===== src/rtl/uart_mmio_responder_pkg.sv =====
// Shared constants for the MMIO UART responder: register offsets,
// status bit positions and UART FSM state encodings.
package uart_mmio_responder_pkg;

    localparam logic [4:0] UART_STATUS_OFF = 5'h00;
    localparam logic [4:0] UART_RX_OFF     = 5'h04;
    localparam logic [4:0] UART_TX_OFF     = 5'h08;
    localparam logic [4:0] CYCLE_CNT_OFF   = 5'h10;
    localparam logic [4:0] CNT_RESET_OFF   = 5'h18;

    localparam int TX_READY_BIT   = 0;
    localparam int RX_VALID_BIT   = 1;
    localparam int RX_OVERRUN_BIT = 2;

    localparam logic [1:0] ST_IDLE  = 2'd0;
    localparam logic [1:0] ST_START = 2'd1;
    localparam logic [1:0] ST_DATA  = 2'd2;
    localparam logic [1:0] ST_STOP  = 2'd3;

    typedef struct packed {
        logic rd_status;
        logic rd_rx;
        logic wr_tx;
        logic wr_cnt_rst;
    } access_t;

endpackage


===== src/rtl/uart_mmio_responder_if.sv =====
// Data-port bundle between the Memory stage and the I/O responder.
interface uart_mmio_responder_if;

    logic [31:0] addr;
    logic [31:0] din;
    logic [3:0]  we;
    logic        re;
    logic [31:0] dout;

    modport master (
        output addr,
        output din,
        output we,
        output re,
        input  dout
    );

    modport slave (
        input  addr,
        input  din,
        input  we,
        input  re,
        output dout
    );

endinterface


===== src/rtl/uart_receiver.sv =====
// 8N1 deserializer with a 2-flop synchronizer; valid pulses for one
// cycle at the stop-bit midpoint while data holds the received byte.
module uart_receiver
    import uart_mmio_responder_pkg::*;
#(
    parameter int SYMBOL_EDGE_TIME = 434
) (
    input  logic       clk,
    input  logic       rst,
    input  logic       serial_in,
    output logic [7:0] data,
    output logic       valid
);

    localparam int CW = $clog2(SYMBOL_EDGE_TIME + 1);
    localparam logic [CW-1:0] FULL_LAST = CW'(SYMBOL_EDGE_TIME - 1);
    localparam logic [CW-1:0] HALF_LAST = CW'(SYMBOL_EDGE_TIME / 2 - 1);

    logic [1:0]    state;
    logic [CW-1:0] cnt;
    logic [2:0]    bit_idx;
    logic [7:0]    shreg;
    logic          sync1;
    logic          sync2;
    logic          prev;

    assign data = shreg;

    always_ff @(posedge clk) begin
        if (rst) begin
            sync1 <= 1'b1;
            sync2 <= 1'b1;
            prev  <= 1'b1;
        end else begin
            sync1 <= serial_in;
            sync2 <= sync1;
            prev  <= sync2;
        end
    end

    always_ff @(posedge clk) begin
        if (rst) begin
            state   <= ST_IDLE;
            cnt     <= '0;
            bit_idx <= '0;
            shreg   <= '0;
            valid   <= 1'b0;
        end else begin
            valid <= 1'b0;
            unique case (state)
                ST_IDLE: begin
                    if (prev && !sync2) begin
                        cnt   <= '0;
                        state <= ST_START;
                    end
                end
                ST_START: begin
                    // a start bit that is high again at mid-symbol was noise
                    if (cnt == HALF_LAST) begin
                        cnt     <= '0;
                        bit_idx <= '0;
                        state   <= sync2 ? ST_IDLE : ST_DATA;
                    end else begin
                        cnt <= cnt + CW'(1);
                    end
                end
                ST_DATA: begin
                    if (cnt == FULL_LAST) begin
                        cnt     <= '0;
                        shreg   <= {sync2, shreg[7:1]};
                        bit_idx <= bit_idx + 3'd1;
                        if (bit_idx == 3'd7) begin
                            state <= ST_STOP;
                        end
                    end else begin
                        cnt <= cnt + CW'(1);
                    end
                end
                ST_STOP: begin
                    if (cnt == FULL_LAST) begin
                        cnt   <= '0;
                        valid <= 1'b1;
                        state <= ST_IDLE;
                    end else begin
                        cnt <= cnt + CW'(1);
                    end
                end
                default: state <= ST_IDLE;
            endcase
        end
    end

endmodule


===== src/rtl/uart_transmitter.sv =====
// 8N1 serializer; ready is high only while idle, so a new byte may be
// launched on the first idle cycle after the previous stop bit.
module uart_transmitter
    import uart_mmio_responder_pkg::*;
#(
    parameter int SYMBOL_EDGE_TIME = 434
) (
    input  logic       clk,
    input  logic       rst,
    input  logic [7:0] data,
    input  logic       start,
    output logic       ready,
    output logic       serial_out
);

    localparam int CW = $clog2(SYMBOL_EDGE_TIME + 1);
    localparam logic [CW-1:0] LAST = CW'(SYMBOL_EDGE_TIME - 1);

    logic [1:0]    state;
    logic [CW-1:0] cnt;
    logic [2:0]    bit_idx;
    logic [7:0]    shreg;

    assign ready = (state == ST_IDLE);

    always_ff @(posedge clk) begin
        if (rst) begin
            state      <= ST_IDLE;
            cnt        <= '0;
            bit_idx    <= '0;
            shreg      <= '0;
            serial_out <= 1'b1;
        end else begin
            unique case (state)
                ST_IDLE: begin
                    serial_out <= 1'b1;
                    if (start) begin
                        shreg      <= data;
                        cnt        <= '0;
                        state      <= ST_START;
                        serial_out <= 1'b0;
                    end
                end
                ST_START: begin
                    if (cnt == LAST) begin
                        cnt        <= '0;
                        bit_idx    <= '0;
                        state      <= ST_DATA;
                        serial_out <= shreg[0];
                    end else begin
                        cnt <= cnt + CW'(1);
                    end
                end
                ST_DATA: begin
                    if (cnt == LAST) begin
                        cnt     <= '0;
                        shreg   <= {1'b0, shreg[7:1]};
                        bit_idx <= bit_idx + 3'd1;
                        if (bit_idx == 3'd7) begin
                            state      <= ST_STOP;
                            serial_out <= 1'b1;
                        end else begin
                            serial_out <= shreg[1];
                        end
                    end else begin
                        cnt <= cnt + CW'(1);
                    end
                end
                ST_STOP: begin
                    if (cnt == LAST) begin
                        cnt   <= '0;
                        state <= ST_IDLE;
                    end else begin
                        cnt <= cnt + CW'(1);
                    end
                end
                default: state <= ST_IDLE;
            endcase
        end
    end

endmodule


===== src/rtl/uart_mmio_responder.sv =====
// I/O-region responder: UART, cycle counter, one-cycle read latency.
// Optional sticky RX overrun flag in status bit2 via UART_RX_OVERRUN_EN.
module uart_mmio_responder
    import uart_mmio_responder_pkg::*;
#(
    parameter int CPU_CLOCK_FREQ = 50_000_000,
    parameter int BAUD_RATE      = 115200
) (
    input  logic                  clk,
    input  logic                  rst,
    uart_mmio_responder_if.slave  bus,
    input  logic                  FPGA_SERIAL_RX,
    output logic                  FPGA_SERIAL_TX
);

    localparam int SYMBOL_EDGE_TIME = CPU_CLOCK_FREQ / BAUD_RATE;

    logic        io;
    logic        store;
    logic [4:0]  word_off;
    logic        hit_status;
    logic        hit_rx;
    logic        hit_tx;
    logic        hit_cnt;
    logic        hit_cnt_rst;
    access_t     acc;
    logic        tx_ready;
    logic        tx_start;
    logic        rx_done;
    logic [7:0]  rx_byte;
    logic [7:0]  rx_data;
    logic        rx_valid;
    logic        rx_overrun;
    logic [31:0] cycle_cnt;
    logic [31:0] status_word;
    logic [31:0] rdata;
    logic        unused_bits;

    assign io       = bus.addr[31];
    assign store    = |bus.we;
    assign word_off = {bus.addr[4:2], 2'b00};

    assign hit_status  = io && (word_off == UART_STATUS_OFF);
    assign hit_rx      = io && (word_off == UART_RX_OFF);
    assign hit_tx      = io && (word_off == UART_TX_OFF);
    assign hit_cnt     = io && (word_off == CYCLE_CNT_OFF);
    assign hit_cnt_rst = io && (word_off == CNT_RESET_OFF);

    always_comb begin
        acc            = '0;
        acc.rd_status  = bus.re && hit_status;
        acc.rd_rx      = bus.re && hit_rx;
        acc.wr_tx      = store && bus.we[0] && hit_tx;
        acc.wr_cnt_rst = store && hit_cnt_rst;
    end

    // stores to a busy transmitter are dropped, not queued
    assign tx_start = acc.wr_tx && tx_ready;

    uart_transmitter #(
        .SYMBOL_EDGE_TIME (SYMBOL_EDGE_TIME)
    ) u_tx (
        .clk        (clk),
        .rst        (rst),
        .data       (bus.din[7:0]),
        .start      (tx_start),
        .ready      (tx_ready),
        .serial_out (FPGA_SERIAL_TX)
    );

    uart_receiver #(
        .SYMBOL_EDGE_TIME (SYMBOL_EDGE_TIME)
    ) u_rx (
        .clk       (clk),
        .rst       (rst),
        .serial_in (FPGA_SERIAL_RX),
        .data      (rx_byte),
        .valid     (rx_done)
    );

    // a landing byte takes priority over a concurrent rx_data read
    always_ff @(posedge clk) begin
        if (rst) begin
            rx_valid <= 1'b0;
            rx_data  <= '0;
        end else if (rx_done) begin
            rx_valid <= 1'b1;
            rx_data  <= rx_byte;
        end else if (acc.rd_rx) begin
            rx_valid <= 1'b0;
        end
    end

`ifdef UART_RX_OVERRUN_EN
    always_ff @(posedge clk) begin
        if (rst) begin
            rx_overrun <= 1'b0;
        end else if (rx_done && rx_valid) begin
            rx_overrun <= 1'b1;
        end else if (acc.rd_status) begin
            rx_overrun <= 1'b0;
        end
    end
    assign unused_bits = ^{bus.addr[30:5], bus.addr[1:0], bus.din[31:8]};
`else
    assign rx_overrun  = 1'b0;
    assign unused_bits = ^{bus.addr[30:5], bus.addr[1:0], bus.din[31:8],
                           acc.rd_status};
`endif

    always_ff @(posedge clk) begin
        if (rst || acc.wr_cnt_rst) begin
            cycle_cnt <= '0;
        end else begin
            cycle_cnt <= cycle_cnt + 32'd1;
        end
    end

    always_comb begin
        status_word                 = '0;
        status_word[TX_READY_BIT]   = tx_ready;
        status_word[RX_VALID_BIT]   = rx_valid;
        status_word[RX_OVERRUN_BIT] = rx_overrun;
    end

    always_comb begin
        rdata = '0;
        unique case (1'b1)
            hit_status: rdata = status_word;
            hit_rx:     rdata = {24'b0, rx_data};
            hit_cnt:    rdata = cycle_cnt;
            default:    rdata = '0;
        endcase
    end

    // sampled on the re edge, so a same-cycle store is not yet visible
    always_ff @(posedge clk) begin
        if (rst) begin
            bus.dout <= '0;
        end else if (bus.re) begin
            bus.dout <= rdata;
        end
    end

endmodule


===== src/flat_wrapper.sv =====
// flat-port wrapper written by rule: the top's interface ports become plain ports
module uart_mmio_responder_flat import uart_mmio_responder_pkg::*;
#(
    parameter int CPU_CLOCK_FREQ = 50_000_000,
    parameter int BAUD_RATE      = 115200
)
  (clk, rst, FPGA_SERIAL_RX, FPGA_SERIAL_TX, bus_addr, bus_din, bus_we, bus_re, bus_dout);
  uart_mmio_responder_if bus_i ();
  input  logic clk;
  input  logic rst;
  input  logic FPGA_SERIAL_RX;
  output logic FPGA_SERIAL_TX;
  input wire logic [$bits(bus_i.addr)-1:0] bus_addr;
  input wire logic [$bits(bus_i.din)-1:0] bus_din;
  input wire logic [$bits(bus_i.we)-1:0] bus_we;
  input wire logic [$bits(bus_i.re)-1:0] bus_re;
  output wire logic [$bits(bus_i.dout)-1:0] bus_dout;
  assign bus_i.addr = bus_addr;
  assign bus_i.din = bus_din;
  assign bus_i.we = bus_we;
  assign bus_i.re = bus_re;
  assign bus_dout = bus_i.dout;
  uart_mmio_responder #(.CPU_CLOCK_FREQ(CPU_CLOCK_FREQ), .BAUD_RATE(BAUD_RATE)) u_core (.clk(clk), .rst(rst), .bus(bus_i), .FPGA_SERIAL_RX(FPGA_SERIAL_RX), .FPGA_SERIAL_TX(FPGA_SERIAL_TX));
endmodule

===== config.mk =====
export PLATFORM = sky130hd
export DESIGN_NAME = uart_mmio_responder_flat
export DESIGN_NICKNAME = d
export VERILOG_FILES = /design/src/rtl/uart_mmio_responder_pkg.sv /design/src/rtl/uart_mmio_responder_if.sv /design/src/rtl/uart_receiver.sv /design/src/rtl/uart_transmitter.sv /design/src/rtl/uart_mmio_responder.sv /design/src/flat_wrapper.sv
export SDC_FILE = /design/constraint.sdc
export NUM_CORES = 1
export LEC_CHECK = 0
export BUFFER_PORTS_ARGS = -buffer_cell sky130_fd_sc_hd__buf_2
export CAP_MARGIN = 20
export CORE_UTILIZATION = 50
export CTS_CLUSTER_DIAMETER = 200
export CTS_CLUSTER_SIZE = 28
export DETAILED_ROUTE_END_ITERATION = 16
export PLACE_DENSITY_LB_ADDON = 0.15
export RECOVER_POWER = 100
export SLEW_MARGIN = 5
export SYNTH_ARGS = -nofsm -noshare
export SYNTH_HDL_FRONTEND = slang
export SYNTH_SLANG_ARGS = --single-unit
export TNS_END_PERCENT = 100

===== constraint.sdc =====
create_clock -name clk -period 1.8 [get_ports clk]
set_input_delay 0.27 -clock clk [delete_from_list [all_inputs] [get_ports clk]]
set_output_delay 0.27 -clock clk [all_outputs]
set_load 0.05 [all_outputs]

* Word-level counts from Yosys, hierarchy flattened
Index checks and enable logic that the tools add are counted.
** Word-level totals
- Flip-flop bits (word level) :: 122
- Output and inout bits :: 33
** Operators by class
- Add/subtract/negate cells :: 5
- Eq/ne operators :: 25
- Multiplexer cells :: 38
- Bitwise gates (word level) :: 1
- Reduce and logical (&&, ||, !) cells :: 32
** Operators with widths (count)
- 32-bit one-hot mux with 3 select lines :: 1
- 9-bit 2-to-1 mux :: 5
- 32-bit by 1-bit adder with 32-bit output (second input constant) :: 1
- 9-bit one-hot mux with 3 select lines :: 1
- 2-bit 2-to-1 mux :: 11
- 2-bit != test (second input constant) :: 10
- 9-bit by 1-bit adder with 9-bit output (second input constant) :: 2
- 9-bit == test (second input constant) :: 2
- 9-bit one-hot mux with 2 select lines :: 1
- 8-bit 2-to-1 mux :: 2
- 2-bit one-hot mux with 4 select lines :: 2
- 8-bit one-hot mux with 2 select lines :: 1
- 3-bit == test (second input constant) :: 4
- 3-bit 2-to-1 mux :: 4
- 3-bit one-hot mux with 2 select lines :: 2
- 3-bit AND reduction :: 4
- 1-bit logical AND :: 11
- 5-bit AND reduction :: 2
- 9-bit by 8-bit == test with 1-bit output (second input constant) :: 1
- 2-bit == test (second input constant) :: 4
- 2-bit nonzero test :: 4
- 1-bit 2-to-1 mux :: 7
- 3-bit by 1-bit adder with 3-bit output (second input constant) :: 2
- 5-bit logical NOT :: 1
- other kinds (13) :: 16

* Logic depth before layout (Yosys ltp)
Gate-level depths: netlist of run 1.
- Depth after elaboration :: 6
- Depth in mapped cells :: 8

* Cells and area by module
From an unflattened synthesis of run 1, not the netlist that was laid out.
** Second synthesis, totals
- Cells, all modules :: 603
- Area total of the unflattened synthesis :: 5442.7 um2
** Modules (own cells, without submodules)
- uart_mmio_responder :: instances 1, cells each 321, area an instance 2982.9 um2, seq. area each 1461.4 um2
- uart_transmitter :: instances 1, cells each 145, area an instance 1249.9 um2, seq. area each 460.4 um2
- uart_receiver :: instances 1, cells each 137, area an instance 1209.9 um2, seq. area each 520.5 um2

* Worst setup path before layout of run 1
OpenSTA, ideal clock, no wires.
- Path kind :: register -> register
- Start point :: reg u_core.u_tx.state[0]
- End point :: reg u_core.u_tx.serial_out
- Setup time :: 0.106 ns
- Arrival time :: 1.732 ns
- Required time :: 1.694 ns
- Path slack :: -0.038 ns
- Cell stages (with the launch flop) :: 9
- Buffers on the path :: 2
- Clock period less this slack :: 1.838 ns
- Path through :: dfxtp_1 inv_1 ha_1 clkbuf_1 buf_1 o21ai_0 nand3_1 o41ai_1 o311ai_0
** Between the ends
- Cells in the longest elaborated chain, start to end :: 4
** RTL lines
- from (decl) :: RTL line uart_transmitter.sv:19 : logic [1:0] state;
- from (signal assigned) :: RTL line uart_transmitter.sv:28 : state <= ST_IDLE;
- from (signal assigned) :: RTL line uart_transmitter.sv:40 : state <= ST_START;
- from (signal assigned) :: RTL line uart_transmitter.sv:48 : state <= ST_DATA;
- 2-bit logical NOT :: RTL line uart_transmitter.sv:24, uart_transmitter.sv:34
- 1-bit logical AND :: RTL line uart_mmio_responder.sv:58 : assign tx_start = acc.wr_tx && tx_ready;
- 1-bit 2-to-1 mux :: RTL line uart_transmitter.sv:37 : if (start) begin
- 1-bit one-hot mux with 3 select lines :: RTL line uart_transmitter.sv:34 : unique case (state)
- to (signal assigned) :: RTL line uart_transmitter.sv:49 : serial_out <= shreg[0];
- to (signal assigned) :: RTL line uart_transmitter.sv:63 : serial_out <= shreg[1];
- to (decl) :: RTL line uart_transmitter.sv:13 : output logic serial_out
Parallel ways exist; a longest one is shown, timed or not.
A chain may end at the register's enable or synchronous reset.

* Worst setup path in the final report of run 1
- Start point :: reg u_core.cycle_cnt[19]
- End point :: reg u_core.cycle_cnt[25]
** Between the ends
- Cells in the longest elaborated chain, start to end :: 1
** RTL lines
- from (decl) :: RTL line uart_mmio_responder.sv:34 : logic [31:0] cycle_cnt;
- from (signal assigned) :: RTL line uart_mmio_responder.sv:115 : cycle_cnt <= cycle_cnt + 32'd1;
- 32-bit by 1-bit adder with 32-bit output :: RTL line uart_mmio_responder.sv:115
Every way passes these cells.

==> results of run 1 <==
## worst reg2reg max path, cell delays in order (launching register included)
cell	delay (ps)
dfxtp_2	340
nand4_1	180
or4_4	620
buf_4	160
o31ai_1	340
a21oi_2	120
## area by class of cell
| type | count | area (um2) | share of cell area [%] |
|---|---|---|---|
| Clock inverter | 6 | 108 | 1.49 |
| Tap cell | 140 | 175 | 2.42 |
| Clock buffer | 26 | 519 | 7.18 |
| Sequential cell | 122 | 2450 | 33.9 |
| Timing Repair Buffer | 126 | 813 | 11.2 |
| Inverter | 14 | 52.6 | 0.727 |
| Multi-Input combinational cell | 476 | 3110 | 43.1 |
## worst min path at each step
stage | from | to | slack, ps | depth (start not counted)
finish | FPGA_SERIAL_RX | u_core.u_rx.sync1$_SDFF_PP1_ | 30 | 2
global route | FPGA_SERIAL_RX | u_core.u_rx.sync1$_SDFF_PP1_ | 40 | 2
floorplan | FPGA_SERIAL_RX | u_core.u_rx.sync1$_SDFF_PP1_ | 370 | 1
CTS | FPGA_SERIAL_RX | u_core.u_rx.sync1$_SDFF_PP1_ | 20 | 2
global placement | u_core.u_rx.sync1$_SDFF_PP1_ | u_core.u_rx.sync2$_SDFF_PP1_ | 400 | 1
detailed placement | u_core.u_rx.sync1$_SDFF_PP1_ | u_core.u_rx.sync2$_SDFF_PP1_ | 400 | 1
## stage by stage
step,hold WS (ps),util [%],setup WS (ps),setup TNS (ps),instance area [um2]
after floorplan,374,-,0.468,0,5670
after global placement,396,59.6,-38.3,-75.3,6520
after detailed placement,403,59.6,-45.3,-129,6520
after CTS,19.3,65.5,-6.92,-6.92,7160
after global routing,38.0,66.1,-108,-221,7230
final,34.4,66.1,-75.8,-90.5,7230
## flip-flops by register name, summed over array words and instances, names as in the netlist, named ones only
register and count:
u_core.bus.dout 32, u_core.cycle_cnt 32, u_core.rx_data 8, u_core.rx_valid 1
u_core.u_rx.bit_idx 3, u_core.u_rx.cnt 9, u_core.u_rx.data 8, u_core.u_rx.prev 1
u_core.u_rx.state 1, u_core.u_rx.sync1 1, u_core.u_rx.sync2 1, u_core.u_rx.valid 1
u_core.u_tx.bit_idx 3, u_core.u_tx.cnt 9, u_core.u_tx.serial_out 1, u_core.u_tx.shreg 8
u_core.u_tx.state 2
## cells in the final DEF, fill, tap and decap left out, drive strengths merged, types with 11 or more instances in the layout
cell and n:
ha 16, clkbuf 32, dfxtp 122, mux2i 31, nand4 17, a2bb2oi 11
a21oi 64, nor2 52, o21ai 25, or3 17, buf 120, nand2 62
or4 12, inv 13, nand3 41
## kinds of logic after synthesis
family / Yosys count
and+or+nand+nor: 264
AOI/OAI and AO/OA: 150
DFF: 122
buffers and inverters: 54
muxes: 31
adders and majority gates: 16
xor gates and xnor gates: 15
## layer usage
| metal | up-vias | global-route usage [%] |
|---|---|---|
| met3 | 16 | 6.03 |
| met1 | 2478 | 31.7 |
| met5 | - | 0 |
| li1 | 2594 | - |
| met2 | 106 | 41.2 |
| met4 | 0 | 9.56 |
## where the power goes
part	total [mW]	switching (mW)	internal, mW
clock	3.55	1.15	2.39
combinational	1.09	0.632	0.458
sequential	2.88	0.0661	2.81
total	7.51	1.85	5.66
## what timing repair did
action | in CTS | in global routing
hold buffers | 0 | 0
buffers inserted | 0 | 1
pin swaps | 0 | 6
setup endpoints to repair | 3 | 29
resized for setup | 3 | 27
==> reports/qor.yml, run 1 <==
logic_synthesis:
  synth_ff_type: "dfxtp_1"
  seq_area_frac_synth_pct: 43.1
  synth_top_area_cell: "dfxtp_1"
  ys_types: 61
  synth.area.top_cells: "dfxtp_1 43%, a21oi_1 5.7%, mux2i_1 5.5%, nand2_1 4.1%, nand3_1 3.6%"
  synth-xor-area-share_pct: 2.32
  mappedNetlistNets: 740
  synth_edf_count: 0
  syn_area_per_cell_um2: 8.69
  netlist_instances: 652
  synthAdderAreaFrac_pct: 3.54
  synth_most_common_cell: "dfxtp_1"
  async_flop_share_pct: 0
  synth_compound_area_share_pct: 16.5
  synth-simple-area-share_pct: 25.2
  netlist.area_leader.share_pct: 43.1
  ys_top_cells_by_count: "122 x dfxtp_1, 64 x a21oi_1, 62 x nand2_1"
  ys_warn_count: 0
  muxShareOfSynthArea_pct: 5.48
  synth_top_family_by_area: "simple AND/OR/NAND/NOR gates"
  syn_area_um2: 5660
  synth_seq_cells: 122
clocking:
  htree_levels: 4
  cts_tree: "done"
  cts.path.max_buffers: 2
  cts_sinks: 122
  root_buffer: "clkbuf_16"
  clk_pin_slew_ps: 50
  numCtsBuffers: 17
  clk-insertion-delay-late_ps: 420
critical_path:
  crit_end: "u_core.cycle_cnt[25]$_SDFF_PP0_"
  end_kind: "flip-flop"
  path_cells: "nand4_1, or4_4, buf_4, o31ai_1, a21oi_2"
  rr_worst_depth: 5
  r2r-end: "u_core.cycle_cnt[25]$_SDFF_PP0_"
  worstSetupPathDepth: 5
  cp.arrival_ps: 2160
  critical_path_class: "flip-flop to flip-flop"
  slowest_delay_ps: 620
  critPathLaunchType: "flip-flop"
  crit_family: "simple AND/OR/NAND/NOR gates"
  critPathMaxFanout: 5
  cp-startpoint: "u_core.cycle_cnt[19]$_SDFF_PP0_"
  r2r_setup_slack_ps: -80
  crit_required_ps: 2090
  timing.rr.start: "u_core.cycle_cnt[19]$_SDFF_PP0_"
  critPathSlowestCell: "or4_4"
  crit_buf_inv: 1
placement:
  post-place-cells: 877
  place_hpwl_mm: 9.54
  gp_congestion: 0.840
  numPortBuffers: 52
detailed_routing:
  antenna_left: 0
  drt-met1-wl_mm: 6.68
  dr_wl_met2_mm: 6.56
  dr.first_iter.drc_count: 411
  drc_errors: 0
  vias: 5194
  dr.pass1.iters: 5
  wl_per_cell_um: 15.4
  wirelength_mm: 14.0
  dr.max_layer_used: "met4"
  wl_met3_um: 608
  drt-vias-per-instance: 5.71
global_routing:
  grt_pass1_wl_mm: 23.0
  grt_use_total_pct: 25.1
  grt_pass1_vias: 4886
  grt_max_degree: 34
  antenna_found_initial: 0
  overflow: 0
sta:
  fin_crit_sh_pct: 104
  timing.fmax_mhz: 533
  hold_violations: 0
  setup_viol: 2
  worst-slew-pin-transition_ps: 673
  fin_skew_ps: 9.14
  worst_slack_ps: -75.8
  grt_setup_unrepaired: "true"
  relSlewSlack_pct: 55.1
  finalMaxSlewViolations: 0
  fin_crit_ps: 1880
status:
  violations: "negative setup slack"
  status: "finished, violations left"
pwr:
  peakVddDrop_uv: 851
  leakage_nw: 2.78
  total_power_mw: 7.51
  powerDensity_nw_per_um2: 1040
floorplanning:
  die-height_um: 108
  coreArea_um2: 10900
  die_w_um: 108
  row_count: 38
  die_area_um2: 11800
  start_util_pct: 51.8
  ios: 105
run:
  cap_violations: 0
cells_and_area:
  area.growth.synth_to_final_pct: 27.7
  instances_no_fill: 910
  drive_gt1_share_pct: 25.1
  finalNetCount: 845
  n_fill_cell: 922
  num_antenna_cells: 0
hold_path:
  hp-class: "input pin to flip-flop"
(Power assumes the default switching activity.)
==> run 2: changes to the inputs <==
==> constraint.sdc (replaced) <==
create_clock -name clk -period 1.8 [get_ports clk]
set_input_delay 0.09 -clock clk [delete_from_list [all_inputs] [get_ports clk]]
set_output_delay 0.09 -clock clk [all_outputs]
set_load 0.05 [all_outputs]
==> run 2 against run 1 <==
  * The flow still finishes with violations (negative setup slack)
  * Critical path depth fell by 1
  * Setup slack improved by 60 ps
  * First-iteration DRC count fell by 1.2%
  * Final cell count fell by 0.77%
  * Hold slack improved by 52 ps
  * Cell area rose by 0.52%
  * Via count fell by 0.89%
  * Highest routed layer unchanged
==> reports/qor.yml, run 2 (synthesis gave the netlist of run 1 again) <==
critical_path:
  timing.rr.start: "u_core.cycle_cnt[10]$_SDFF_PP0_"
  critical_path_class: "flip-flop to flip-flop"
  crit_family: "simple AND/OR/NAND/NOR gates"
  crit_required_ps: 2150  # +60 ps
  end_kind: "flip-flop"
  critPathLaunchType: "flip-flop"
  r2r_setup_slack_ps: -20  # +60 ps
  path_cells: "nand4_1, or4_4, or4_4, a21oi_2"
  critPathMaxFanout: 5  # unchanged
  cp-startpoint: "u_core.cycle_cnt[10]$_SDFF_PP0_"
  slowest_delay_ps: 600  # -20 ps
  crit_top_cell: "or4_4"
  cp.arrival_ps: 2160  # about the same
  rr_worst_depth: 4  # -1
  critPathSlowestCell: "or4_4"
  crit_buf_inv: 0  # -1
  r2r-end: "u_core.cycle_cnt[21]$_SDFF_PP0_"
status:
  status: "finished, violations left"
  violations: "negative setup slack"
clocking:
  htree_levels: 4  # unchanged
  cts.path.max_buffers: 2  # unchanged
  cts_tree: "done"
  clk-insertion-delay-late_ps: 410  # about the same
  clk_pin_slew_ps: 50  # about the same
  root_buffer: "clkbuf_16"
  cts_sinks: 122  # unchanged
  numCtsBuffers: 17  # unchanged
floorplanning:
  die_area_um2: 11800  # unchanged
  start_util_pct: 51.8  # unchanged
  row_count: 38  # unchanged
  die-height_um: 108  # unchanged
  die_w_um: 108  # unchanged
  coreArea_um2: 10900  # unchanged
  ios: 105  # unchanged
global_routing:
  use_met3_pct: 6.93  # +0.90 points
  antenna_found_initial: 0  # unchanged
  grt_use_total_pct: 24.7  # -0.38 points
  grt.busiest_layer: "met2"
  grt_pass1_wl_mm: 22.5  # -1.8%
  grt_max_degree: 55  # +62%
  overflow: 0  # unchanged
  grt_pass1_vias: 4864  # -0.45%
  use_met2_pct: 38.9  # -2.3 points
  grtUsageMet1_pct: 32.3  # +0.54 points
sta:
  fin_skew_ps: 6.61  # -2.53 ps
  fin_crit_ps: 1820  # -60.4 ps
  worst_slack_ps: -15.4  # +60.4 ps
  setup-tns-final_ps: -21.4  # +69.1 ps
  hold_violations: 0  # unchanged
  setup_viol: 2  # unchanged
  relSlewSlack_pct: 29.8  # -25 points
  grt_setup_unrepaired: "true"
  timing.fmax_mhz: 551  # +3.3%
  worst-slew-pin-transition_ps: 1050  # +381 ps
  hold_ws_ps: 86.4  # +52.0 ps
  finalMaxSlewViolations: 0  # unchanged
  fin_crit_sh_pct: 101  # -3.4 points
detailed_routing:
  dr.first_iter.drc_count: 406  # -1.2%
  wirelength_mm: 13.8  # -1.7%
  wl_per_cell_um: 15.3  # -0.94%
  drt-vias-per-instance: 5.70  # -0.12%
  dr.pass1.iters: 5  # unchanged
  antenna_left: 0  # unchanged
  drc_errors: 0  # unchanged
  vias: 5148  # -0.89%
cells_and_area:
  finalNetCount: 839  # -0.71%
  final_common_cell: "dfxtp_1"
  n_fill_cell: 909  # -1.4%
  num_antenna_cells: 0  # unchanged
  area.growth.synth_to_final_pct: 28.3
  final_cell_mix: "114 x dfxtp_1, 62 x nand2_1, 62 x a21oi_1"
  largest_registers: "u_core.bus.dout x32, u_core.cycle_cnt x32"
  drive_gt1_share_pct: 24.8  # -0.29 points
  final_util_pct: 66.5  # +0.34 points
placement:
  place_hpwl_mm: 9.25  # -3.1%
  numPortBuffers: 52  # unchanged
  pre_cts_ws_ps: 3.75  # +49.1 ps
  gp_congestion: 0.853  # +1.6%
pwr:
  powerDensity_nw_per_um2: 1040  # +0.42%
  peakVddDrop_uv: 1240  # +45%
  leakage_nw: 2.82  # +1.4%
hold_path:
  hp-class: "input pin to flip-flop"
  min_to: "u_core.u_tx.shreg[2]$_SDFFE_PP0P_"
  min-delay-start: "bus_din[2]"
  min_path_cells: 4  # +2
run:
  cap_violations: 0  # unchanged
run 2: cell types whose count changed in the layout (fill, tap and decap cells not counted), sizes merged:
cell	previous run	this run
dlygate4sd3	0	2
buf	120	116
clkbuf	32	27
bufinv	3	4
clkinv	3	2
run 2: what timing repair did:
action / 4_1_cts / 5_1_grt
cloned: 0 / 0
resized for setup: 1 / 34
endpoints found under the hold margin: 2 / 0
setup buffers: 1 / 1
hold buffers: 2 / 0
pin swaps: 1 / 5
endpoints found under the setup margin: 5 / 39
run 2: worst register-to-register path: stages (launching register included):
cell and delay [ps]:
dfxtp_2 330, nand4_1 250, or4_4 600, or4_4 440, a21oi_2 140
run 2: layout make-up:
class / instances / area (um2) / area share (%)
multi-input cells: 476 / 3130 / 43.0
flip-flops and latches: 122 / 2450 / 33.7
repair buffers: 120 / 813 / 11.2
clock buffers: 25 / 515 / 7.09
well taps: 140 / 175 / 2.41
clock inverters: 6 / 133 / 1.82
inverters: 14 / 52.6 / 0.723
run 2: power breakdown:
group	switching [mW]	internal [mW]	leakage (nW)
sequential	0.0636	2.81	0.989
clock	1.14	2.53	0.316
combinational	0.618	0.427	1.51
run 2: worst max-delay path by stage:
stage                                            to  slack (ps)  cells after the start
global placement    u_core.cycle_cnt[26]$_SDFF_PP0_          60                      5
CTS                 u_core.cycle_cnt[21]$_SDFF_PP0_        0.03                      4
global route        u_core.cycle_cnt[23]$_SDFF_PP0_         -70                      4
detailed placement  u_core.cycle_cnt[24]$_SDFF_PP0_           4                      5
finish              u_core.cycle_cnt[21]$_SDFF_PP0_         -20                      4
floorplan           u_core.cycle_cnt[21]$_SDFF_PP0_         0.5                      5
run 2: routing by layer:
layer | share of wire (%) | vias to the layer above | wire (um)
met3 | 4.9 | 13 | 669
met2 | 46 | 129 | 6410
met1 | 48 | 2422 | 6570
met5 | 0 | - | 0
li1 | - | 2584 | -
met4 | 0.94 | 0 | 129
run 2: stage by stage:
step | std cells | total power, mW | cell area (um2)
floorplan | 652 | 3.60 | 5670
global placement | 868 | 3.90 | 6460
detailed placement | 868 | 3.93 | 6460
CTS | 902 | 7.62 | 7140
global route | 903 | 7.91 | 7270
finish | 903 | 7.58 | 7270
